File: src/rtl/pc_unit_gen2.sv
// Fetch-stage program counter: sequential increment, branch/jump redirect,
// exception entry / ERET return, and a one-entry buffer for redirects seen during a stall.
module pc_unit_gen2 #(
  parameter int                ADDR_W    = 32,
  parameter logic [ADDR_W-1:0] RESET_VEC = 32'h0000_3000,
  parameter logic [ADDR_W-1:0] EXC_VEC   = 32'h0000_4180,
  parameter int                INC       = 4
) (
  input  logic              clk,
  input  logic              reset,
  input  logic              stall,
  input  logic              redirect_valid,
  input  logic [ADDR_W-1:0] redirect_target,
  input  logic              exc_req,
  input  logic              eret_req,
  input  logic [ADDR_W-1:0] epc_in,
  output logic [ADDR_W-1:0] pc,
  output logic [ADDR_W-1:0] pc_plus,
  output logic              pc_valid,
  output logic              pending,
  output logic              adel
);

  localparam logic [ADDR_W-1:0] INC_W = ADDR_W'(INC);

  logic [ADDR_W-1:0] r_pc;
  logic              r_valid;
  logic              r_pend;
  logic [ADDR_W-1:0] r_ptgt;

  logic [ADDR_W-1:0] w_pc_nxt;
  logic              w_valid_nxt;
  logic              w_pend_nxt;
  logic [ADDR_W-1:0] w_ptgt_nxt;
  logic [ADDR_W-1:0] w_pc_inc;

  // State register: pc, BOOT/RUN flag and the EMPTY/FULL redirect buffer
  always_ff @(posedge clk) begin
    if (reset) begin
      r_pc    <= RESET_VEC;
      r_valid <= 1'b0;
      r_pend  <= 1'b0;
      r_ptgt  <= {ADDR_W{1'b0}};
    end else begin
      r_pc    <= w_pc_nxt;
      r_valid <= w_valid_nxt;
      r_pend  <= w_pend_nxt;
      r_ptgt  <= w_ptgt_nxt;
    end
  end

  // Next-state selection in strict priority: exception, ERET, boot, stall, redirect, buffered, increment
  always_comb begin
    w_pc_nxt    = r_pc;
    w_valid_nxt = r_valid;
    w_pend_nxt  = r_pend;
    w_ptgt_nxt  = r_ptgt;
    if (exc_req) begin
      w_pc_nxt    = EXC_VEC;
      w_pend_nxt  = 1'b0;
      w_valid_nxt = 1'b1;
    end else if (eret_req) begin
      w_pc_nxt    = epc_in;
      w_pend_nxt  = 1'b0;
      w_valid_nxt = 1'b1;
    end else if (!r_valid || stall) begin
      // pc holds; a redirect seen now is parked, newest one wins
      w_valid_nxt = 1'b1;
      if (redirect_valid) begin
        w_pend_nxt = 1'b1;
        w_ptgt_nxt = redirect_target;
      end else begin
        w_pend_nxt = r_pend;
        w_ptgt_nxt = r_ptgt;
      end
    end else if (redirect_valid) begin
      w_pc_nxt   = redirect_target;
      w_pend_nxt = 1'b0;
    end else if (r_pend) begin
      w_pc_nxt   = r_ptgt;
      w_pend_nxt = 1'b0;
    end else begin
      w_pc_nxt = w_pc_inc;
    end
  end

  // Outputs: registered state plus the combinational increment and alignment flag
  always_comb begin
    w_pc_inc = r_pc + INC_W;
    pc       = r_pc;
    pc_valid = r_valid;
    pending  = r_pend;
    pc_plus  = w_pc_inc;
    adel     = (r_pc[1:0] != 2'b00);
  end

endmodule

File: config.mk
export PLATFORM = sky130hd
export DESIGN_NAME = pc_unit_gen2
export DESIGN_NICKNAME = d
export VERILOG_FILES = /design/src/rtl/pc_unit_gen2.sv
export SDC_FILE = /design/constraint.sdc
export NUM_CORES = 1
export LEC_CHECK = 0
export ABC_AREA = 0
export BUFFER_PORTS_ARGS = -buffer_cell sky130_fd_sc_hd__buf_2
export CORE_ASPECT_RATIO = 0.5
export CORE_MARGIN = 2
export CORE_UTILIZATION = 46
export CTS_BUF_LIST = sky130_fd_sc_hd__clkbuf_16
export CTS_CLUSTER_SIZE = 8
export DETAILED_ROUTE_END_ITERATION = 16
export PLACE_DENSITY = 0.75
export SLEW_MARGIN = 20
export SYNTH_ARGS = -nofsm -noshare
export SYNTH_HDL_FRONTEND = slang
export SYNTH_SLANG_ARGS = --single-unit
File: constraint.sdc
create_clock -name clk -period 1.88 [get_ports clk]
set_input_delay 0.282 -clock clk [delete_from_list [all_inputs] [get_ports clk]]
set_output_delay 0.282 -clock clk [all_outputs]
set_load 0.01 [all_outputs]
==> flow_summary_export.csv <==
group,metric,value,unit
clock_network,cts_tree,"yes",
logic_synthesis,synth-seq-cells,66,
routing,wl_per_cell,18.7,um
power,pwr-share-clk,42.3,%
clock_network,ctsHtreeMaxLevel,3,
timing,hold_violations,0,
critical_path,worst-setup-path-type,"reg2out",
floorplanning,die_area,9390,um^2
final_layout,final_layout_size_suffix_gt1_share,43.1,%
logic_synthesis,synth_common_cells,"99 x nand2_1, 67 x a21oi_1, 66 x dfxtp_1",
critical_path,slowest_stage,"dfxtp_1",
clock_network,cts_inserted_buffers,9,
grt,overflow,0,
timing,tns,-6.49,ns
place,dpl.hpwl,11000,um
critical_path,max_stage_delay,0.39,ns
min_path,min_path_cells,3,
logic_synthesis,synth_top_cell_area_share,33.4,%
logic_synthesis,synth_cell_type_count,61,
power,comb_power_share,19.9,%
logic_synthesis,synthCells,535,
logic_synthesis,synth.most_common_cell,"nand2_1",
floorplanning,die_height,69.5,um
critical_path,start_kind,"register",
floorplanning,initial_core_util,48.3,%
logic_synthesis,synthesis.area,3950,um^2
floorplanning,coreArea,8170,um^2
final_layout,nets,809,
logic_synthesis,syn_area_per_cell,7.39,um^2
critical_path,worstReg2RegEnd,"pc[18]",
critical_path,end_kind,"primary output",
timing,worst_slew_pin_slew,0.412,ns
floorplanning,io_pins,137,
min_path,hp-class,"in2reg",
logic_synthesis,async_flop_share,0,%
critical_path,rr_startpoint,"pc[5]",
power,p_leak,0.00280,uW
routing,firstDrtPassIters,6,
logic_synthesis,ys_seq_area_share,33.4,%
final_layout,seqCellArea,1340,um^2
min_path,hold_end,"r_ptgt[9]",
power,powerDensity,651,nW/um^2
floorplanning,fp.dieW,135,um
logic_synthesis,syn-num-nets,606,
grt,grt_pass1_wl,23500,um
grt,antenna_found_initial,0,
logic_synthesis,muxShareOfSynthArea,2.09,%
critical_path,r2r_slack,-0.25,ns
run_status,outcome,"complete, but fails checks",
grt,grt_pass1_vias,4499,
power,switching_share,28.9,%
power,p_sw,1150,uW
clock_network,clk_pin_slew,0.06,ns
place,portBuffers,136,
power,power.internal,2820,uW
logic_synthesis,synth.largest_area_cell,"dfxtp_1",
routing,via_per_inst,5.96,
routing,drt_iter0_markers,546,
critical_path,reg2regPathDepth,10,
timing,slew_headroom,72.5,%
logic_synthesis,synth-compound-area-share,26.2,%
critical_path,cp_max_fo,5,
timing,holdWs,0.189,ns
timing,timing.final.ws_setup,-0.436,ns
routing,drtAntennaViolNets,0,
timing,layout_min_cycle_time,2.32,ns
final_layout,fillCellCount,602,
timing,fmax,432,MHz
routing,post-route-drc-count,0,
timing,final-setup-viol-count,28,
critical_path,path_cells,"buf_4 > nand4_1 > nor3_2 > buf_4 > nand3_4 > buf_6 > xnor2_2 > buf_2",
power,peakVddDrop,0.519,mV
clock_network,postCtsHoldBufs,0,
clock_network,clock_latency,0.34,ns
final_layout,multi_input_area,2740,um^2
timing,rsz0062_at_grt,"yes",
critical_path,arrival,2.03,ns
logic_synthesis,netlist_top_cells_area,"dfxtp_1 33%, nand2_1 9.4%, a21oi_1 8.5%, clkbuf_1 3.6%, o21ai_0 3.2%",
logic_synthesis,synth_top_family_by_area,"compound AO/OA/AOI/OAI gates",
run_status,violations,"setup timing",
logic_synthesis,yosys_warnings,0,
clock_network,clockBufferDepth,2,
critical_path,cp_data_required_time,1.60,ns
clock_network,cts_sinks,66,
power,seqPwrFrac,37.8,%
routing,dr_total_vias,5100,
place,gp_congestion,0.933,
logic_synthesis,ys.flop_type,"dfxtp_1",
job,drv_cap,0,
grt,grt_use_total,32.3,%
timing,slew_viol_final,0,
logic_synthesis,yosys.area_share.simple,25.9,%
logic_synthesis,synth_xor_area_share,5.98,%
final_layout,antenna_cells,0,
min_path,hp-start,"redirect_target[9]",
logic_synthesis,synth-edff-count,0,
critical_path,cpMostUsedCell,"buf_4",
grt,grt_start_max_net_pins,45,
timing,finClkSkew,0.00747,ns
final_layout,syn_to_final_growth,54.5,%
floorplanning,num_rows,23,
timing,fin_crit_sh,123,%
routing,drt_wl_total,16000,um
clock_network,ctsRootBufferMaster,"clkbuf_16",
logic_synthesis,synth_fa_ha_area_share,0.317,%
-- worst max-delay path, delay by kind of cell, from the launching register on --
family                    cells  cell delay, ns
buffers and inverters         4            0.67
DFF                           1            0.39
xor gates and xnor gates      1            0.14
and+or+nand+nor               3            0.50
-- flip-flops by register name, summed over array words and instances, names as in the netlist, named ones only --
| signal | count |
|---|---|
| r_ptgt | 32 |
| pc | 30 |
| pending | 1 |
| pc_valid | 1 |
-- worst max-delay path by stage --
stage | startpoint | to | slack [ns] | cells past startpoint
floorplan | pc[13] | pc_plus[28] | 0.004 | 6
global placement | pc[2] | pc_plus[28] | -0.05 | 7
detailed placement | pc[2] | pc_plus[28] | -0.09 | 7
CTS | pc[10] | pc_plus[26] | -0.36 | 7
global route | pc[5] | pc_plus[18] | -0.50 | 8
finish | pc[5] | pc_plus[18] | -0.44 | 8
-- final cells by class --
class | count | area share [%]
Tap cell | 112 | 2.30
Sequential cell | 66 | 21.9
Multi-Input combinational cell | 411 | 44.8
Timing Repair Buffer | 239 | 25.5
Clock buffer | 9 | 3.69
Inverter | 11 | 0.677
Clock inverter | 7 | 1.15
-- stage by stage --
stage                     setup slack (ns)  area (um^2)  power (uW)  cells  utilization, %
after floorplan                    0.00381         3980        1890    535               -
after global placement             -0.0469         5200        2240    812            63.6
after detailed placement           -0.0896         5200        2240    812            63.6
after CTS                           -0.358         5830        3920    845            71.3
after global routing                -0.498         6100        4100    855            74.7
final                               -0.436         6100        3970    855            74.7
-- logic make-up (layout without fill, tap and decap cells) --
logic type                 Yosys count  in the layout
AOI/OAI and AO/OA                  161            161
xor gates and xnor gates            27             27
adders and majority gates            1              1
buffers and inverters               58            266
DFF                                 66             66
muxes                                8              8
and+or+nand+nor                    214            214
-- timing repair --
action / 4_1_cts / 5_1_grt
setup buffers: 17 / 17
pin swaps: 24 / 32
gates resized for setup: 43 / 38
endpoints found under the setup margin: 28 / 35
-- placed cells by master (no fill, tap or decap), drive strengths merged, types with 5 or more instances in the layout --
master / synthesis / final
buf: 9 / 239
nand2: 99 / 99
a21oi: 67 / 67
dfxtp: 66 / 66
nor2: 33 / 33
o21ai: 25 / 25
nand3: 17 / 17
nor3: 16 / 16
xor2: 14 / 14
xnor2: 13 / 13
a221oi: 12 / 12
inv: 10 / 12
clkbuf: 38 / 9
nor4: 9 / 9
o211ai: 8 / 8
nand4: 8 / 8
mux2i: 6 / 6
a221o: 6 / 6
a211oi: 6 / 6
nor2b: 5 / 5
nand2b: 5 / 5
and4: 5 / 5
-- power by group through the flow --
stage               combinational (uW)  clock [uW]  sequential [uW]
CTS                                748        1680             1500
detailed placement                 719           0             1520
global placement                   716           0             1520
finish                             789        1680             1500
global route                       843        1750             1510
floorplan                          339           0             1550
-- per-layer routing --
metal	vias up	GRT usage (%)	wire, um
met4	0	8.68	348
met2	325	50.9	7280
met3	38	6.87	1450
li1	2341	-	-
met1	2396	44.9	6940
met5	-	0	0
No activity file was read; power rests on OpenSTA's default activity.
